[src/rtl/onehot_pkg.sv]
// Shared definitions for the one-hot / priority encoder pipeline.
// Holds the mode encodings and the saturating counter helper.
package onehot_pkg;

    localparam logic [1:0] MODE_STRICT = 2'd0;
    localparam logic [1:0] MODE_MSB    = 2'd1;
    localparam logic [1:0] MODE_LSB    = 2'd2;
    localparam logic [1:0] MODE_RSVD   = 2'd3;

    // Increment v, holding at the all-ones value of a w-bit counter.
    function automatic logic [31:0] sat_inc(
        input logic [31:0] v,
        input int unsigned w
    );
        logic [31:0] maxv;
        if (w >= 32)
            maxv = '1;
        else
            maxv = (32'd1 << w) - 32'd1;
        if (v >= maxv)
            return maxv;
        return v + 32'd1;
    endfunction

endpackage

[src/rtl/onehot_encode_core.sv]
// Combinational encoder: strict one-hot, MSB or LSB priority.
// Ports: x (2**N bits), mode (2) in; y (N), err, zero out.
module onehot_encode_core #(
    parameter  int N = 3,
    localparam int W = 2 ** N
) (
    input  logic [W-1:0] x,
    input  logic [1:0]   mode,
    output logic [N-1:0] y,
    output logic         err,
    output logic         zero
);
    import onehot_pkg::*;

    logic [N-1:0] msb;
    logic [N-1:0] lsb;
    logic         onehot;

    // Ascending scan keeps the last hit (highest), descending the lowest.
    always_comb begin
        msb = '0;
        for (int i = 0; i < W; i++)
            if (x[i])
                msb = N'(i);
    end

    always_comb begin
        lsb = '0;
        for (int i = W - 1; i >= 0; i--)
            if (x[i])
                lsb = N'(i);
    end

    assign zero   = (x == '0);
    // A nonzero vector with no bit below its top bit is one-hot.
    assign onehot = !zero && ((x & (x - W'(1))) == '0);

    always_comb begin
        y   = msb;
        err = !onehot;
        unique case (mode)
            MODE_MSB: begin
                y   = msb;
                err = zero;
            end
            MODE_LSB: begin
                y   = lsb;
                err = zero;
            end
            default: begin
                y   = msb;
                err = !onehot;
            end
        endcase
    end

endmodule

[src/rtl/onehot_encoder_pipe.sv]
// Two-stage pipelined one-hot/priority encoder with valid/ready
// handshakes and saturating error statistics.
// Ports: clk, rst; in_valid/in_ready/x/mode; out_valid/out_ready/
// y/err/zero; err_count, err_sticky, clr.
module onehot_encoder_pipe #(
    parameter  int N     = 3,
    parameter  int CNT_W = 8,
    localparam int W     = 2 ** N
) (
    input  logic             clk,
    input  logic             rst,
    input  logic             in_valid,
    output logic             in_ready,
    input  logic [W-1:0]     x,
    input  logic [1:0]       mode,
    output logic             out_valid,
    input  logic             out_ready,
    output logic [N-1:0]     y,
    output logic             err,
    output logic             zero,
    output logic [CNT_W-1:0] err_count,
    output logic             err_sticky,
    input  logic             clr
);
    import onehot_pkg::*;

    logic             s1_valid;
    logic [W-1:0]     s1_x;
    logic [1:0]       s1_mode;

    logic             s2_load;
    logic             in_fire;
    logic             out_fire;

    logic [N-1:0]     c_y;
    logic             c_err;
    logic             c_zero;

    assign s2_load  = !out_valid || out_ready;
    assign in_ready = !s1_valid || s2_load;
    assign in_fire  = in_valid && in_ready;
    assign out_fire = out_valid && out_ready;

    // Stage 1: raw vector and mode.
    // A full stage 1 only accepts when stage 2 is loading,
    // so a new entry replaces one that is moving on.
    always_ff @(posedge clk or posedge rst) begin
        if (rst) begin
            s1_valid <= 1'b0;
            s1_x     <= '0;
            s1_mode  <= MODE_STRICT;
        end else if (in_fire) begin
            s1_valid <= 1'b1;
            s1_x     <= x;
            s1_mode  <= mode;
        end else if (s2_load) begin
            s1_valid <= 1'b0;
        end
    end

    onehot_encode_core #(
        .N (N)
    ) u_core (
        .x    (s1_x),
        .mode (s1_mode),
        .y    (c_y),
        .err  (c_err),
        .zero (c_zero)
    );

    // Stage 2: encoded result, frozen while the consumer stalls.
    always_ff @(posedge clk or posedge rst) begin
        if (rst) begin
            out_valid <= 1'b0;
            y         <= '0;
            err       <= 1'b0;
            zero      <= 1'b0;
        end else if (s2_load) begin
            out_valid <= s1_valid;
            if (s1_valid) begin
                y    <= c_y;
                err  <= c_err;
                zero <= c_zero;
            end
        end
    end

    // Statistics: clear wins over a same-cycle error delivery.
    always_ff @(posedge clk or posedge rst) begin
        if (rst) begin
            err_count  <= '0;
            err_sticky <= 1'b0;
        end else if (clr) begin
            err_count  <= '0;
            err_sticky <= 1'b0;
        end else if (out_fire && err) begin
            err_count  <= CNT_W'(sat_inc(32'(err_count),
                                         unsigned'(CNT_W)));
            err_sticky <= 1'b1;
        end
    end

endmodule

[config.mk]
export PLATFORM = sky130hd
export DESIGN_NAME = onehot_encoder_pipe
export DESIGN_NICKNAME = d
export VERILOG_FILES = /design/src/rtl/onehot_pkg.sv /design/src/rtl/onehot_encode_core.sv /design/src/rtl/onehot_encoder_pipe.sv
export SDC_FILE = /design/constraint.sdc
export NUM_CORES = 1
export LEC_CHECK = 0
export ABC_AREA = 1
export CORE_MARGIN = 1
export CORE_UTILIZATION = 45
export CTS_CLUSTER_DIAMETER = 120
export CTS_CLUSTER_SIZE = 14
export DETAILED_ROUTE_END_ITERATION = 6
export PLACE_DENSITY = 0.83
export SYNTH_ARGS = -nofsm -noshare
export SYNTH_HDL_FRONTEND = slang
export SYNTH_SLANG_ARGS = --single-unit
[constraint.sdc]
create_clock -name clk -period 1.17 [get_ports clk]
set_input_delay 0.1755 -clock clk [delete_from_list [all_inputs] [get_ports clk]]
set_output_delay 0.1755 -clock clk [all_outputs]
set_load 0.02 [all_outputs]
==> impl_metrics.csv <==
group,metric,value,unit
outcome,status,"complete, but fails checks",
outcome,violations,"design-rule violations, negative setup slack",
detailed_routing,drtPass1Iterations,7,
final_layout,syn_to_final_growth,59.5,%
critical_path,r2r_start,"err_count[1]",
detailed_routing,via_per_inst,5.28,
synthesis,synth_fp_nets,188,
clock_network,clock_sinks,26,
pwr,vdd_drop_max,597,uV
placed_design,port_buffers,30,
detailed_routing,wirelength,4070,um
clock_network,clock-root-buffer,"clkbuf_4",
timing,max_slew_margin,0.843,
clock_network,clk_latency,0.34,ns
pwr,leakage,1.05,nW
synthesis,yosys_register_bits,26,
critical_path,crit_chain,"ha_4 > nand3_4 > nor2_4 > nand2_2 > o21ai_2 > nand2_1 > nand2_1",
floorplanning,ios,31,
critical_path,crit_slowest_cell,"dfrtp_2",
critical_path,worst-r2r-setup-slack,-0.08,ns
final_layout,seq_area,658,um^2
critical_path,path_class,"flip-flop to flip-flop",
detailed_routing,wire_per_inst,15.0,um
floorplanning,core_region_area,2850,um^2
synthesis,seq_area_frac_synth,0.464,
synthesis,yosys.area.top_type,"dfrtp_1",
detailed_routing,via_count,1431,
critical_path,crit_required,1.46,ns
timing,clock.fmax,0.800,GHz
detailed_routing,ant_nets,0,
synthesis,ys_warn_count,0,
clock_network,path_clk_slew,0.15,ns
synthesis,netlist-cell-type-count,24,
pwr,p_seq_frac,0.422,
pwr,swShare,0.367,
synthesis,syn_area_per_cell,8.20,um^2
critical_path,crit_family,"simple AND/OR/NAND/NOR gates",
global_route,antenna_found_initial,0,
global_route,first_global_vias,1319,
critical_path,crit_fanout,4,
timing,setup_viol,15,
synthesis,syn_inst,171,
global_route,grt_usage,0.234,
clock_network,h-tree-depth,1,
pwr,power.switching,1.01,mW
critical_path,cpMostUsedCell,"nand2_1",
synthesis,synth_top_area_frac,0.464,
timing,worst_slack,-0.0801,ns
critical_path,end_kind,"flip-flop",
floorplanning,die_w,57.8,um
detailed_routing,drt_iter0_markers,75,
clock_network,cts_buffers,3,
timing,min_period,1.25,ns
global_route,grt_max_degree,27,
detailed_routing,drcViolationCount,3,
critical_path,cp_num_buf_inv,0,
critical_path,cpPeakStageDelay,0.46,ns
floorplanning,die_area,3340,um^2
floorplanning,dieHeight,57.8,um
floorplanning,rows,19,
placed_design,place_hpwl,2290,um
timing,hold_viol,0,
clock_network,cts_hold_buffers,0,
placed_design,gp_congestion,0.827,
critical_path,r2r_cells,7,
floorplanning,start_util,0.492,
timing,post-route-period-util,1.07,
pwr,power_density,1230,nW/um^2
pwr,combPwrFrac,0.405,
placed_design,place_ws,-0.408,ns
critical_path,regToRegEndpoint,"err_count[5]",
clock_network,clock_path_buffers,2,
pwr,clkPwrFrac,0.172,
global_route,grt_remaining_overflow,0,
critical_path,arrival,1.54,ns
synthesis,synth_area_leaders,"dfrtp_1 46%, nand2_1 11%, a21oi_1 6.4%",
clock_network,cts_tree,"yes",
final_layout,fillers,181,
critical_path,worst_setup_path_start_kind,"flip-flop",
worst_hold_path,hp-class,"primary input to asynchronous set/reset pin",
timing,finClkSkew,0.0113,ns
synthesis,syn-cell-area,1400,um^2
final_layout,fin_util,0.784,
final_layout,diodes,0,
timing,whs,0.167,ns
job,cap_violations,0,
final_layout,fin_nets,258,
final_layout,drive_gt1_frac,0.517,
global_route,grt_pass1_wl,6030,um
timing,rsz0062_at_grt,"yes",
pwr,p_int,1.75,mW
timing,slew_violations,0,
timing,tightest_slew,0.235,ns
final_layout,multi_input_area,861,um^2
through the flow:
stage / area (um^2) / total power, mW / std cells / setup TNS, ns
2_1_floorplan: 1430 / 1.64 / 171 / -0.0356
3_3_place_gp: 1920 / 2.03 / 251 / -5.23
3_5_place_dp: 1920 / 2.06 / 251 / -6.24
4_1_cts: 2020 / 2.55 / 260 / -0.224
5_1_grt: 2240 / 2.91 / 271 / -1.70
6_report: 2240 / 2.76 / 271 / -0.608
worst reg2reg max path, cell delays in order (launching register included):
cell     delay [ns]
dfrtp_2        0.46
ha_4           0.17
nand3_4        0.11
nor2_4         0.15
nand2_2        0.10
o21ai_2        0.07
nand2_1        0.07
nand2_1        0.07
cells in the mapped netlist (all sizes together):
| library cell | n |
|---|---|
| inv | 23 |
| ha | 2 |
| dfrtp | 26 |
| o21ai | 10 |
| nand4 | 1 |
| o31ai | 2 |
| nor2 | 27 |
| nand3 | 13 |
| mux2 | 2 |
| nand2 | 41 |
| o211ai | 1 |
| xor2 | 1 |
| buf | 1 |
| a21oi | 19 |
| nor3 | 2 |
placed cells by master (no fill, tap or decap), types with 2 or more instances in the layout:
master           count
nand2_1             33
buf_4               31
dfrtp_1             20
clkdlybuf4s50_1     14
nor2_1              12
inv_2               11
inv_1               11
nor2_4              11
buf_2               11
a21oi_1             10
a21oi_2              9
buf_6                8
nand2_2              7
nand3_1              6
dfrtp_2              6
o21ai_1              5
nand3_4              4
nor2_2               4
o21ai_2              4
nand3_2              3
clkbuf_4             3
nor3_4               2
mux2_4               2
ha_4                 2
power by group through the flow:
stage,logic [mW],clock network [mW],registers [mW]
final,1.12,0.476,1.17
after detailed placement,0.892,0,1.17
after global placement,0.869,0,1.16
after global routing,1.20,0.517,1.18
after floorplan,0.369,0,1.27
after CTS,0.928,0.471,1.15
what timing repair did:
item | CTS | global route
cloned | 1 | 0
gates resized for setup | 75 | 67
setup buffers | 4 | 11
pin swaps | 9 | 19
setup endpoints to repair | 33 | 33
per-layer routing:
layer | part of all wire | track usage | wire, um
met5 | 0 | 0 | 0
met3 | 0.058 | 0.0223 | 237
met2 | 0.50 | 0.379 | 2050
met1 | 0.42 | 0.330 | 1710
met4 | 0.019 | 0.0816 | 78
flip-flops by register name, summed over array words and instances, names as in the netlist:
name / count
s1_valid: 1
y: 3
err_sticky: 1
err: 1
out_valid: 1
s1_x: 8
s1_mode: 2
err_count: 8
zero: 1
area by class of cell:
type,count,share of cell area
multi-input combinational,121,0.385
tap,31,0.0173
timing repair buffer,66,0.247
sequential,26,0.294
clock buffer,4,0.0162
inverter,23,0.0403
kinds of logic after synthesis:
kind of cell,share of synthesized area
simple gates,0.293
compound gates,0.125
flops,0.464
buf+inv,0.0723
mux,0.0214
fa+ha+maj,0.0178
xor+xnor,0.00625
worst max-delay path by stage:
stage | end | from | depth (start not counted)
2_1_floorplan | s1_mode[1] | out_valid | 3
3_3_place_gp | in_ready | out_ready | 4
3_5_place_dp | in_ready | out_ready | 4
4_1_cts | err_count[3] | err_count[1] | 7
5_1_grt | err_count[1] | err_count[4] | 5
6_report | err_count[5] | err_count[1] | 7
Power figures use the tool's default switching activity.
